`config.mk`:
```
export PLATFORM = sky130hd
export DESIGN_NAME = mem_dump_reader
export DESIGN_NICKNAME = d
export VERILOG_FILES = /design/src/rtl/risc_pkg.sv /design/src/rtl/Counter.sv /design/src/rtl/mem_dump_reader.sv
export SDC_FILE = /design/constraint.sdc
export NUM_CORES = 1
export LEC_CHECK = 0
export ABC_CLOCK_PERIOD_IN_PS = 4050
export CORE_AREA = 3 3 63 65
export DETAILED_ROUTE_END_ITERATION = 16
export DIE_AREA = 0 0 66 68
export PLACE_DENSITY = 0.8
export SYNTH_ARGS = -nofsm -noshare
export SYNTH_HDL_FRONTEND = slang
export SYNTH_SLANG_ARGS = --single-unit
export TNS_END_PERCENT = 100
```
`constraint.sdc`:
```
create_clock -name clk -period 4.05 [get_ports clk]
set_input_delay 0.6075 -clock clk [delete_from_list [all_inputs] [get_ports clk]]
set_output_delay 0.6075 -clock clk [all_outputs]
set_load 0.05 [all_outputs]
```
`src/rtl/risc_pkg.sv`:
```
`default_nettype none
// ============================================================================
// Module      : risc_pkg
// Description : Definitions shared by the RISC core and its helper blocks.
//               Holds the memory geometry defaults and the state encoding
//               of the post-halt memory dump reader.
//               No ports (package).
// Revision    : 1.0 - initial release
// ============================================================================
package risc_pkg;

    // Memory geometry of the core; helper blocks default to these.
    localparam int c_AWIDTH_DEFAULT = 5;
    localparam int c_DWIDTH_DEFAULT = 8;

    // Dump reader states, explicit 2-bit encoding.
    typedef enum logic [1:0] {
        ST_IDLE    = 2'd0,
        ST_READ    = 2'd1,
        ST_PRESENT = 2'd2,
        ST_DONE    = 2'd3
    } dump_state_e;

endpackage : risc_pkg
`default_nettype wire

```
`src/rtl/Counter.sv`:
```
`default_nettype none
// ============================================================================
// Module      : Counter
// Description : Loadable up-counter, wraps modulo 2^COUNTER_WIDTH.
//               Load has priority over enable.
// Ports       : clk     - clock, rising edge
//               rst     - synchronous active-high reset (count -> 0)
//               load    - load cnt_in on the next edge
//               enable  - increment on the next edge
//               cnt_in  - value to load
//               cnt_out - current count (registered)
// Revision    : 1.0 - initial release
// ============================================================================
module Counter #(
    parameter int COUNTER_WIDTH = 5
) (
    input  logic                     clk,
    input  logic                     rst,
    input  logic                     load,
    input  logic                     enable,
    input  logic [COUNTER_WIDTH-1:0] cnt_in,
    output logic [COUNTER_WIDTH-1:0] cnt_out
);

    logic [COUNTER_WIDTH-1:0] count_q;
    logic [COUNTER_WIDTH-1:0] count_d;

    always_comb begin
        count_d = count_q;
        if (load) begin
            count_d = cnt_in;
        end else if (enable) begin
            count_d = count_q + COUNTER_WIDTH'(1);
        end
    end

    always_ff @(posedge clk) begin
        if (rst) begin
            count_q <= '0;
        end else begin
            count_q <= count_d;
        end
    end

    assign cnt_out = count_q;

endmodule : Counter
`default_nettype wire

```
`src/rtl/mem_dump_reader.sv`:
```
`default_nettype none
// ============================================================================
// Module      : mem_dump_reader
// Description : Post-halt memory readout engine. On a rising edge of halt
//               it takes the memory read port, reads a window of
//               dump_count words starting at dump_base (wrapping at the top
//               of memory) and presents each word with its address on a
//               valid/ready stream. dump_done is raised after the last
//               accepted word and held until halt falls.
// Ports       : clk, rst         - clock, synchronous active-high reset
//               halt             - CPU halt flag
//               dump_base        - first window address (sampled at trigger)
//               dump_count       - window length, 0 = 2^AWIDTH
//               mem_own          - this block owns the memory read port
//               mem_rd/mem_addr  - memory read strobe and address
//               mem_data         - combinational memory read data
//               dump_valid/ready - output stream handshake
//               dump_addr/data   - presented word and its address
//               dump_done        - window completely transferred
// Revision    : 1.0 - initial release
// ============================================================================
module mem_dump_reader
    import risc_pkg::*;
#(
    parameter int AWIDTH = c_AWIDTH_DEFAULT,
    parameter int DWIDTH = c_DWIDTH_DEFAULT
) (
    input  logic              clk,
    input  logic              rst,
    input  logic              halt,
    input  logic [AWIDTH-1:0] dump_base,
    input  logic [AWIDTH-1:0] dump_count,
    output logic              mem_own,
    output logic              mem_rd,
    output logic [AWIDTH-1:0] mem_addr,
    input  logic [DWIDTH-1:0] mem_data,
    output logic              dump_valid,
    input  logic              dump_ready,
    output logic [AWIDTH-1:0] dump_addr,
    output logic [DWIDTH-1:0] dump_data,
    output logic              dump_done
);

    localparam logic [AWIDTH:0] c_REM_ONE  = (AWIDTH+1)'(1);
    localparam logic [AWIDTH:0] c_REM_FULL = {1'b1, {AWIDTH{1'b0}}};

    dump_state_e       state_q,      state_d;
    logic              halt_q,       halt_d;
    logic              arm_q,        arm_d;
    logic [AWIDTH:0]   remaining_q,  remaining_d;
    logic              mem_own_q,    mem_own_d;
    logic              mem_rd_q,     mem_rd_d;
    logic              dump_valid_q, dump_valid_d;
    logic [AWIDTH-1:0] dump_addr_q,  dump_addr_d;
    logic [DWIDTH-1:0] dump_data_q,  dump_data_d;
    logic              dump_done_q,  dump_done_d;

    logic              w_trigger;
    logic              w_handshake;
    logic              w_cnt_enable;
    logic [AWIDTH-1:0] w_cur_addr;

    // A halt that is already high when reset releases must not start a dump;
    // arm_q records that halt has been seen low since reset, so only a true
    // low-to-high transition afterwards counts as a trigger.
    assign w_trigger    = halt && !halt_q && arm_q;
    assign w_handshake  = (state_q == ST_PRESENT) && dump_valid_q && dump_ready;
    assign w_cnt_enable = w_handshake && (remaining_q != c_REM_ONE);

    Counter #(
        .COUNTER_WIDTH (AWIDTH)
    ) u_addr_cnt (
        .clk     (clk),
        .rst     (rst),
        .load    (w_trigger && (state_q == ST_IDLE)),
        .enable  (w_cnt_enable),
        .cnt_in  (dump_base),
        .cnt_out (w_cur_addr)
    );

    always_comb begin
        state_d      = state_q;
        halt_d       = halt;
        arm_d        = arm_q || !halt;
        remaining_d  = remaining_q;
        mem_own_d    = mem_own_q;
        mem_rd_d     = mem_rd_q;
        dump_valid_d = dump_valid_q;
        dump_addr_d  = dump_addr_q;
        dump_data_d  = dump_data_q;
        dump_done_d  = dump_done_q;

        case (state_q)
            ST_IDLE: begin
                if (w_trigger) begin
                    remaining_d = (dump_count == '0) ? c_REM_FULL
                                                     : {1'b0, dump_count};
                    mem_own_d   = 1'b1;
                    mem_rd_d    = 1'b1;
                    state_d     = ST_READ;
                end
            end

            ST_READ: begin
                if (!halt) begin
                    mem_own_d    = 1'b0;
                    mem_rd_d     = 1'b0;
                    dump_valid_d = 1'b0;
                    state_d      = ST_IDLE;
                end else begin
                    dump_data_d  = mem_data;
                    dump_addr_d  = w_cur_addr;
                    dump_valid_d = 1'b1;
                    mem_rd_d     = 1'b0;
                    state_d      = ST_PRESENT;
                end
            end

            ST_PRESENT: begin
                if (!halt) begin
                    mem_own_d    = 1'b0;
                    mem_rd_d     = 1'b0;
                    dump_valid_d = 1'b0;
                    state_d      = ST_IDLE;
                end else if (w_handshake) begin
                    dump_valid_d = 1'b0;
                    if (remaining_q == c_REM_ONE) begin
                        mem_own_d   = 1'b0;
                        dump_done_d = 1'b1;
                        state_d     = ST_DONE;
                    end else begin
                        remaining_d = remaining_q - c_REM_ONE;
                        mem_rd_d    = 1'b1;
                        state_d     = ST_READ;
                    end
                end
            end

            ST_DONE: begin
                if (!halt) begin
                    dump_done_d = 1'b0;
                    state_d     = ST_IDLE;
                end
            end

            default: begin
                mem_own_d    = 1'b0;
                mem_rd_d     = 1'b0;
                dump_valid_d = 1'b0;
                dump_done_d  = 1'b0;
                state_d      = ST_IDLE;
            end
        endcase
    end

    always_ff @(posedge clk) begin
        if (rst) begin
            state_q      <= ST_IDLE;
            halt_q       <= 1'b0;
            arm_q        <= 1'b0;
            remaining_q  <= '0;
            mem_own_q    <= 1'b0;
            mem_rd_q     <= 1'b0;
            dump_valid_q <= 1'b0;
            dump_addr_q  <= '0;
            dump_data_q  <= '0;
            dump_done_q  <= 1'b0;
        end else begin
            state_q      <= state_d;
            halt_q       <= halt_d;
            arm_q        <= arm_d;
            remaining_q  <= remaining_d;
            mem_own_q    <= mem_own_d;
            mem_rd_q     <= mem_rd_d;
            dump_valid_q <= dump_valid_d;
            dump_addr_q  <= dump_addr_d;
            dump_data_q  <= dump_data_d;
            dump_done_q  <= dump_done_d;
        end
    end

    // The address counter is loaded at trigger, so it already holds the
    // window address during READ; the address is forced to 0 whenever the
    // port is not owned so the top mux never sees a stale value.
    assign mem_own    = mem_own_q;
    assign mem_rd     = mem_rd_q;
    assign mem_addr   = mem_own_q ? w_cur_addr : '0;
    assign dump_valid = dump_valid_q;
    assign dump_addr  = dump_addr_q;
    assign dump_data  = dump_data_q;
    assign dump_done  = dump_done_q;

endmodule : mem_dump_reader
`default_nettype wire

```
==> results of run 1 <==
synth_stat cells, types with 2 or more instances:
cell / n
a211oi_1: 6
a21oi_1: 23
a221oi_1: 2
a32oi_1: 2
and2_1: 7
buf_2: 3
clkbuf_1: 3
dfxtp_1: 32
ha_1: 9
inv_1: 12
nand2_1: 32
nand3_1: 4
nor2_1: 14
nor2b_1: 7
nor3_1: 4
o211ai_1: 2
o21ai_0: 3
o21ai_1: 2
o2bb2ai_1: 2
o31ai_1: 2
o32ai_1: 2
o41ai_1: 3
xnor2_1: 4
per-stage QoR:
stage	total power, mW	std cells	cell area (µm²)
2_1_floorplan	0.523	207	1730
3_3_place_gp	0.596	289	2190
3_5_place_dp	0.597	289	2190
4_1_cts	0.835	297	2260
5_1_grt	0.875	297	2260
6_report	0.829	297	2260
worst max-delay path, cell delays in order (launching register included):
cell and delay [ps]:
dfxtp_1 430, and2_1 160, clkdlybuf4s50_1 800
per-layer routing:
metal	global-route usage	vias up
li1	-	834
met1	0.253	756
met2	0.315	46
met3	0.0525	6
met4	0.0685	0
met5	0	-
worst max-delay path by stage:
stage | cells after the start | slack, ps | endpoint | start
after detailed placement | 5 | 1410 | mem_own | halt
final | 2 | 1730 | mem_addr[0] | u_addr_cnt.cnt_out[0]
after CTS | 2 | 1700 | mem_addr[3] | mem_own
after global routing | 5 | 1610 | mem_own | halt
after global placement | 5 | 1460 | mem_own | halt
after floorplan | 4 | 2230 | mem_own | dump_valid
area by class of cell:
| cell class | count | area [µm²] | share of cell area |
|---|---|---|---|
| Timing Repair Buffer | 44 | 438 | 0.194 |
| Sequential cell | 32 | 641 | 0.283 |
| Tap cell | 46 | 57.6 | 0.0254 |
| Clock buffer | 6 | 41.3 | 0.0183 |
| Clock inverter | 2 | 35.0 | 0.0155 |
| Multi-Input combinational cell | 155 | 1000 | 0.444 |
| Inverter | 12 | 45.0 | 0.0199 |
sequential cells by signal, indices dropped and copies added (netlist names), 2 cells and up:
signal              count
u_addr_cnt.cnt_out      5
state_q                 2
dump_addr               5
dump_data               8
remaining_q             6
report_power, final:
| part | internal [mW] | switching, mW |
|---|---|---|
| logic | 0.0932 | 0.137 |
| registers | 0.338 | 0.0243 |
| clock network | 0.129 | 0.108 |
cell families (layout without fill, tap and decap cells):
kind of cell             after synthesis  count (layout)  synth area share
buffers and inverters                 20              64            0.0478
AO/OA/AOI/OAI                         60              60             0.238
XOR/XNOR                               4               4            0.0203
multiplexers                           3               3            0.0188
adder cells (fa/ha/maj)                9               9            0.0652
AND/OR/NAND/NOR                       79              79             0.239
flip-flops                            32              32             0.371
==> flow_metrics.py, run 1 <==
metrics = {
    "clocking": {
        "cts_setup_buffers": 0,
        "cts_tree": "yes",
        "clock_sinks": 32,
        "clkLatencyLatePin_ps": 330,
        "cts_root_buffer": "clkbuf_4",
        "cts_buffers": 5,
        "cts.htree.levels": 2,
        "hold_buffers": 0,
        "cts_resized": 0,
        "cts_buffer_depth": 2,
        "path_clk_slew_ps": 100,
    },
    "floorplan": {
        "start_util": 0.510,
        "die_x_um": 66,
        "rows": 21,
        "die_height_um": 68,
        "dieArea_mm2": 0.00449,
        "ios": 44,
        "core_area_mm2": 0.00339,
    },
    "logic_synthesis": {
        "synth-seq-cells": 32,
        "synth_area_leaders": "dfxtp_1 (37%), nand2_1 (7.0%), a21oi_1 (6.7%)",
        "ys_seq_area_frac": 0.371,
        "synthArstFlopShare": 0,
        "synth.distinct_cells": 50,
        "synth_nets": 238,
        "synth_edf_count": 0,
        "synthFlopType": "dfxtp_1",
        "synth_top_area_frac": 0.371,
        "syn_inst": 207,
        "synth_top_area_cell": "dfxtp_1",
        "netlist_area_mm2": 0.00173,
        "synth_warnings": 0,
        "syn_area_per_cell_um2": 8.35,
    },
    "routing": {
        "postRouteAntennaNets": 0,
        "vias": 1642,
        "routed_via_density": 5.53,
        "wl_mm": 4.09,
        "drtIter0Drc": 160,
        "drc_errors": 0,
        "wl_met1_mm": 1.94,
        "dr_wl_met3_um": 181,
        "dr.pass1.iters": 4,
        "wl_met2_mm": 1.92,
        "wl_per_cell_um": 13.8,
        "top_layer_used": "met4",
    },
    "critical_path": {
        "rr_worst_depth": 6,
        "r2r_end": "mem_own",
        "critPathRequiredTime_ps": 3440,
        "r2r_slack_ps": 1850,
        "r2r-start": "state_q[0]",
        "path_class": "reg2out",
        "startpoint_type": "register",
        "end_kind": "output port",
        "crit_fanout": 5,
        "critPathArrivalTime_ps": 1720,
    },
    "timing": {
        "finalSetupTns_ps": 0,
        "hold_viol": 0,
        "fin_skew_ps": 5.33,
        "maxSlewHeadroom": 0.511,
        "hold_slack_ps": 460,
        "period_share": 0.574,
        "min_period_ps": 2320,
        "setup-violations-final": 0,
        "maxSlewViolCount": 0,
        "rsz0062_at_grt": "false",
        "fmax_mhz": 430,
        "worst_slack_ps": 1730,
        "worstMarginPinSlew_ps": 733,
    },
    "min_path": {
        "holdPathStages": 2,
        "min_from": "dump_data[0]",
        "hold_end": "dump_data[0]",
        "hp-class": "reg2reg",
    },
    "final_layout": {
        "final_core_util": 0.667,
        "fill_cells": 283,
        "mostFrequentLayoutCells": "clkdlybuf4s50_1 (43), nand2_1 (32), dfxtp_1 (32), a21oi_1 (23), nor2_1 (14)",
        "nets": 281,
        "drive_gt1_frac": 0.0637,
        "final_common_cell": "clkdlybuf4s50_1",
        "area_delta_synth_final_pct": 30.9,
        "n_antenna_cell": 0,
    },
    "place": {
        "dp_hpwl_mm": 2.98,
        "dp_worst_setup_slack_ps": 1410,
        "io_buffers": 43,
        "gp_routability_congestion": 0.890,
    },
    "grt": {
        "antenna_found_initial": 0,
        "grt_max_degree": 23,
        "grt-ovfl-total": 0,
        "grt_pass1_wl_mm": 6.91,
        "grt_pass1_vias": 1529,
        "grtUsageTotal": 0.196,
    },
    "outcome": {
        "outcome": "finished clean",
    },
    "run": {
        "max-cap-violations": 0,
    },
    "pwr": {
        "ir_worst_vdd_mv": 0.169,
        "power_density_mw_per_mm2": 367,
        "p_leak_nw": 0.795,
    },
}
(Power assumes the default switching activity.)
==> run 2: changes to the inputs <==
Settings changed: ABC_CLOCK_PERIOD_IN_PS 4050 to 2000, CORE_AREA 3 3 63 65 to 3 3 67 69, DIE_AREA 0 0 66 68 to 0 0 70 72, PLACE_DENSITY 0.8 to 0.74.
Clock period 4.05 ns to 2 ns, I/O delays scaled along.
==> run 2 against run 1 <==
  * Critical path depth is 1 lower
  * Power rose by 130%
  * Critical endpoint is now dump_valid
  * Core utilization shrank 6.2 points
  * First-iteration DRC count is 49% lower
  * Highest routed layer unchanged
  * Clock power increased to 2.6 times the previous value
==> flow_metrics.py, run 2 (synthesized netlist as in run 1, its figures left out) <==
metrics = {
    "grt": {
        "grt_pass1_vias": 1608,
        "grtUsageTotal": 0.183,
        "antenna_found_initial": 0,
        "grt_max_degree": 16,
        "grt_pass1_wl_mm": 7.37,
        "grt-ovfl-total": 0,
    },
    "floorplan": {
        "ios": 44,
        "core_area_mm2": 0.00397,
        "die_height_um": 72,
        "dieArea_mm2": 0.00504,
        "die_x_um": 70,
        "start_util": 0.435,
        "rows": 23,
    },
    "timing": {
        "maxSlewViolCount": 0,
        "maxSlewHeadroom": 0.612,
        "fmax_mhz": 515,
        "period_share": 0.971,
        "fin_skew_ps": 5.26,
        "worstMarginPinSlew_ps": 577,
        "hold_viol": 0,
        "min_period_ps": 1940,
        "setup-violations-final": 0,
    },
    "final_layout": {
        "nets": 292,
        "area_delta_synth_final_pct": 39.2,
        "mostFrequentLayoutCells": "clkdlybuf4s50_1 (38), nand2_1 (32), dfxtp_1 (31), a21oi_1 (23), buf_4 (17)",
        "instances_no_fill": 312,
        "fill_cells": 356,
        "final_common_cell": "clkdlybuf4s50_1",
        "drive_gt1_frac": 0.145,
        "multiInputGateArea_mm2": 0.00104,
        "regArea_um2": 642,
        "largest_reg_flops": 8,
        "n_antenna_cell": 0,
    },
    "clocking": {
        "path_clk_slew_ps": 70,
        "cts_resized": 0,
        "hold_buffers": 0,
        "cts_root_buffer": "clkbuf_8",
        "cts.htree.levels": 2,
        "cts_buffers": 5,
        "clkLatencyLatePin_ps": 290,
        "clock_sinks": 32,
        "cts_setup_buffers": 0,
        "cts_buffer_depth": 2,
        "cts_tree": "yes",
    },
    "pwr": {
        "p_leak_nw": 0.881,
        "power.internal_mw": 1.27,
        "p_sw_mw": 0.597,
        "p_comb_frac": 0.276,
        "pwr-share-clk": 0.330,
        "total_power_mw": 1.87,
        "swShare": 0.319,
        "pwr-share-seq": 0.394,
        "power_density_mw_per_mm2": 776,
        "ir_worst_vdd_mv": 0.466,
    },
    "critical_path": {
        "rr_worst_depth": 7,
        "critPathArrivalTime_ps": 1640,
        "critPathRequiredTime_ps": 1700,
        "r2r-start": "state_q[0]",
        "crit_fanout": 6,
        "path_cells": "clkdlybuf4s50_1",
        "critPathMaxStageDelay_ps": 860,
        "path_class": "reg2out",
        "path_delay_family": "buffers and inverters",
        "slowest_stage": "clkdlybuf4s50_1",
        "r2r_end": "remaining_q[4]",
        "r2r_slack_ps": 130,
        "startpoint_type": "register",
        "cp_num_buf_inv": 1,
        "end_kind": "output port",
    },
    "min_path": {
        "hp-class": "reg2reg",
        "holdPathStages": 2,
        "min_from": "dump_data[4]",
        "hold_end": "dump_data[4]",
    },
    "routing": {
        "wl_per_cell_um": 14.6,
        "routed_via_density": 5.34,
        "wl_mm": 4.55,
        "postRouteAntennaNets": 0,
        "vias": 1666,
        "drtIter0Drc": 81,
        "drc_errors": 0,
        "dr.pass1.iters": 4,
    },
    "place": {
        "io_buffers": 43,
        "dp_hpwl_mm": 3.29,
        "place_inst": 304,
        "gp_routability_congestion": 0.882,
    },
    "outcome": {
        "outcome": "finished clean",
    },
    "run": {
        "max-cap-violations": 0,
    },
}
==> run 2: cell count changes in the layout (fill, tap and decap cells not counted), sizes merged <==
cell           before  now
clkdlybuf4s50      43   38
buf                 1   17
==> run 2: area by class of cell <==
type | instances | area share
flip-flops and latches | 32 | 0.267
clock buffers | 6 | 0.0302
multi-input cells | 155 | 0.433
repair buffers | 55 | 0.211
well taps | 50 | 0.0260
inverters | 12 | 0.0187
clock inverters | 2 | 0.0146
==> run 2: how the worst max path moves through the flow <==
| stage | slack (ps) | cells after the start | end | start |
|---|---|---|---|---|
| floorplan | 180 | 4 | mem_own | dump_valid |
| global placement | 80 | 5 | mem_own | dump_ready |
| detailed placement | 60 | 6 | remaining_q[4] | halt |
| CTS | 50 | 7 | remaining_q[4] | state_q[0] |
| finish | 60 | 1 | dump_valid | dump_valid |
| global route | -20 | 7 | remaining_q[0] | state_q[0] |
==> run 2: power groups by stage <==
stage	registers (mW)	clock network (mW)	logic, mW
CTS	0.734	0.630	0.499
detailed placement	0.748	0	0.496
global placement	0.747	0	0.488
floorplan	0.810	0	0.248
global route	0.744	0.647	0.554
finish	0.737	0.616	0.515
==> run 2: worst reg2reg max path: stages, from the launching register on <==
cell and delay (ps):
dfxtp_2 340, inv_1 140, ha_1 240, buf_4 210, nand3_2 150, nor2b_2 240, o41ai_2 330, o31ai_1 110
==> run 2: routing by layer <==
layer	track usage	vias up	share of wire
li1	-	847	-
met1	0.229	776	0.45
met2	0.297	38	0.48
met3	0.0540	5	0.047
met4	0.0766	0	0.013
met5	0	-	0
==> run 2: stage by stage <==
stage / setup slack, ps / setup TNS, ps / instance area, µm² / utilization / hold slack (ps)
floorplan: 179 / 0 / 1730 / - / 436
CTS: 47.6 / 0 / 2370 / 0.596 / 457
global placement: 81.6 / 0 / 2260 / 0.569 / 439
finish: 58.7 / 0 / 2410 / 0.606 / 453
detailed placement: 60.9 / 0 / 2260 / 0.569 / 447
global route: -17.4 / -17.4 / 2410 / 0.606 / 474
==> run 3: changes to the inputs <==
Settings changed: MAX_ROUTING_LAYER set to met4.
==> run 3 against run 2 <==
  * Power up 0.13%
  * Flip-flop and latch count unchanged
  * Global-route usage up 0.52 points
  * Critical endpoint unchanged
  * Largest cell class unchanged
==> flow_metrics.py, run 3 (synthesized netlist as in run 1, its figures left out) <==
metrics = {
    "critical_path": {
        "critPathArrivalTime_ps": 1640,
        "r2r_slack_ps": 150,
        "end_kind": "output port",
        "cp_num_buf_inv": 1,
        "critPathMaxStageDelay_ps": 860,
        "crit_end": "dump_valid",
        "r2r-start": "state_q[1]",
        "slowest_stage": "clkdlybuf4s50_1",
        "path_delay_family": "buffers and inverters",
        "crit_cells": 1,
        "path_class": "reg2out",
        "crit_fanout": 6,
        "r2r_end": "remaining_q[1]",
        "crit_path_start": "dump_valid",
        "path_cells": "clkdlybuf4s50_1",
        "startpoint_type": "register",
        "rr_worst_depth": 6,
        "critPathRequiredTime_ps": 1700,
    },
    "place": {
        "gp_routability_congestion": 0.897,
        "io_buffers": 43,
        "dp_worst_setup_slack_ps": 60.9,
        "dp_hpwl_mm": 3.29,
        "placed_area_mm2": 0.00226,
    },
    "final_layout": {
        "mostFrequentLayoutCells": "clkdlybuf4s50_1 (38), nand2_1 (32), dfxtp_1 (31), a21oi_1 (23), buf_4 (17)",
        "fill_cells": 358,
        "largest_reg_flops": 8,
        "postLayoutCellArea_mm2": 0.00241,
        "n_antenna_cell": 0,
        "final_core_util": 0.607,
        "drive_gt1_frac": 0.153,
        "final_common_cell": "clkdlybuf4s50_1",
        "nets": 292,
        "area_delta_synth_final_pct": 39.6,
    },
    "clocking": {
        "cts_buffers": 5,
        "cts_tree": "yes",
        "clock_sinks": 32,
        "cts_root_buffer": "clkbuf_8",
        "clkLatencyLatePin_ps": 290,
        "path_clk_slew_ps": 70,
        "cts_buffer_depth": 2,
        "cts.htree.levels": 2,
    },
    "pwr": {
        "p_comb_frac": 0.276,
        "p_sw_mw": 0.598,
        "swShare": 0.320,
        "power.internal_mw": 1.27,
        "total_power_mw": 1.87,
        "pwr-share-seq": 0.394,
        "ir_worst_vdd_mv": 0.471,
        "pwr-share-clk": 0.330,
        "power_density_mw_per_mm2": 775,
        "p_leak_nw": 0.880,
    },
    "routing": {
        "vias": 1676,
        "drc_errors": 0,
        "wl_mm": 4.57,
        "postRouteAntennaNets": 0,
        "dr_wl_met3_um": 217,
        "routed_via_density": 5.37,
        "wl_met1_mm": 2.07,
        "wl_met2_mm": 2.20,
        "wl_per_cell_um": 14.6,
        "dr.pass1.iters": 4,
        "drtIter0Drc": 76,
        "top_layer_used": "met4",
    },
    "grt": {
        "grt_max_degree": 16,
        "grtUsageTotal": 0.188,
        "grt_pass1_vias": 1605,
        "grt-ovfl-total": 0,
        "antenna_found_initial": 0,
        "grt_pass1_wl_mm": 7.38,
    },
    "floorplan": {
        "die_x_um": 70,
        "core_area_mm2": 0.00397,
        "dieArea_mm2": 0.00504,
        "ios": 44,
        "rows": 23,
        "die_height_um": 72,
        "start_util": 0.435,
    },
    "timing": {
        "maxSlewHeadroom": 0.632,
        "rsz0062_at_grt": "false",
        "worstMarginPinSlew_ps": 547,
        "hold_viol": 0,
        "min_period_ps": 1940,
        "maxSlewViolCount": 0,
        "period_share": 0.970,
        "fmax_mhz": 515,
        "finalSetupTns_ps": 0,
        "setup-violations-final": 0,
        "worst_slack_ps": 60.1,
        "fin_skew_ps": 4.01,
    },
    "outcome": {
        "outcome": "finished clean",
    },
    "run": {
        "max-cap-violations": 0,
    },
    "min_path": {
        "hp-class": "reg2reg",
    },
}
-- run 3: routing by layer --
metal / vias up / global-route usage
li1: 845 / -
met1: 781 / 0.233
met2: 43 / 0.296
met3: 7 / 0.0429
met4: 0 / 0.0830
met5: - / -
-- run 3: how the worst min path moves through the flow --
| stage | start | endpoint | slack, ps | depth (start not counted) |
|---|---|---|---|---|
| 2_1_floorplan | mem_data[0] | dump_data[0] | 440 | 2 |
| 3_3_place_gp | dump_data[7] | dump_data[7] | 440 | 2 |
| 3_5_place_dp | dump_data[4] | dump_data[4] | 450 | 2 |
| 4_1_cts | dump_data[4] | dump_data[4] | 460 | 2 |
| 5_1_grt | dump_data[4] | dump_data[4] | 470 | 2 |
| 6_report | dump_data[4] | dump_data[4] | 450 | 2 |
-- run 3: metrics by stage --
stage | hold slack [ps] | std cells
2_1_floorplan | 436 | 207
3_3_place_gp | 439 | 304
3_5_place_dp | 447 | 304
4_1_cts | 457 | 312
5_1_grt | 474 | 312
6_report | 453 | 312
-- run 3: power by group through the flow --
stage | sequential, mW | combinational (mW) | clock [mW]
6_report | 0.737 | 0.517 | 0.617
4_1_cts | 0.734 | 0.499 | 0.630
5_1_grt | 0.744 | 0.556 | 0.644
2_1_floorplan | 0.810 | 0.248 | 0
3_3_place_gp | 0.747 | 0.488 | 0
3_5_place_dp | 0.748 | 0.496 | 0
-- run 3: final cells by class --
class                           count  area [µm²]  share of cell area
Multi-Input combinational cell    155        1050               0.434
Sequential cell                    32         642               0.266
Timing Repair Buffer               55         508               0.211
Clock buffer                        6        72.6              0.0301
Tap cell                           50        62.6              0.0259
Inverter                           12        45.0              0.0187
Clock inverter                      2        35.0              0.0145
-- run 3: timing repair --
item / in CTS / in global routing
buffers inserted: 0 / 0
gates resized for setup: 0 / 9
hold buffers: 0 / 0
endpoints found under the setup margin: 0 / 7
-- run 3: worst register-to-register path, cell delays in order (launching register included) --
cell and delay [ps]:
dfxtp_1 410, inv_1 130, ha_1 290, o21bai_1 220, o21a_1 240, o21ai_4 110
o311a_1 350
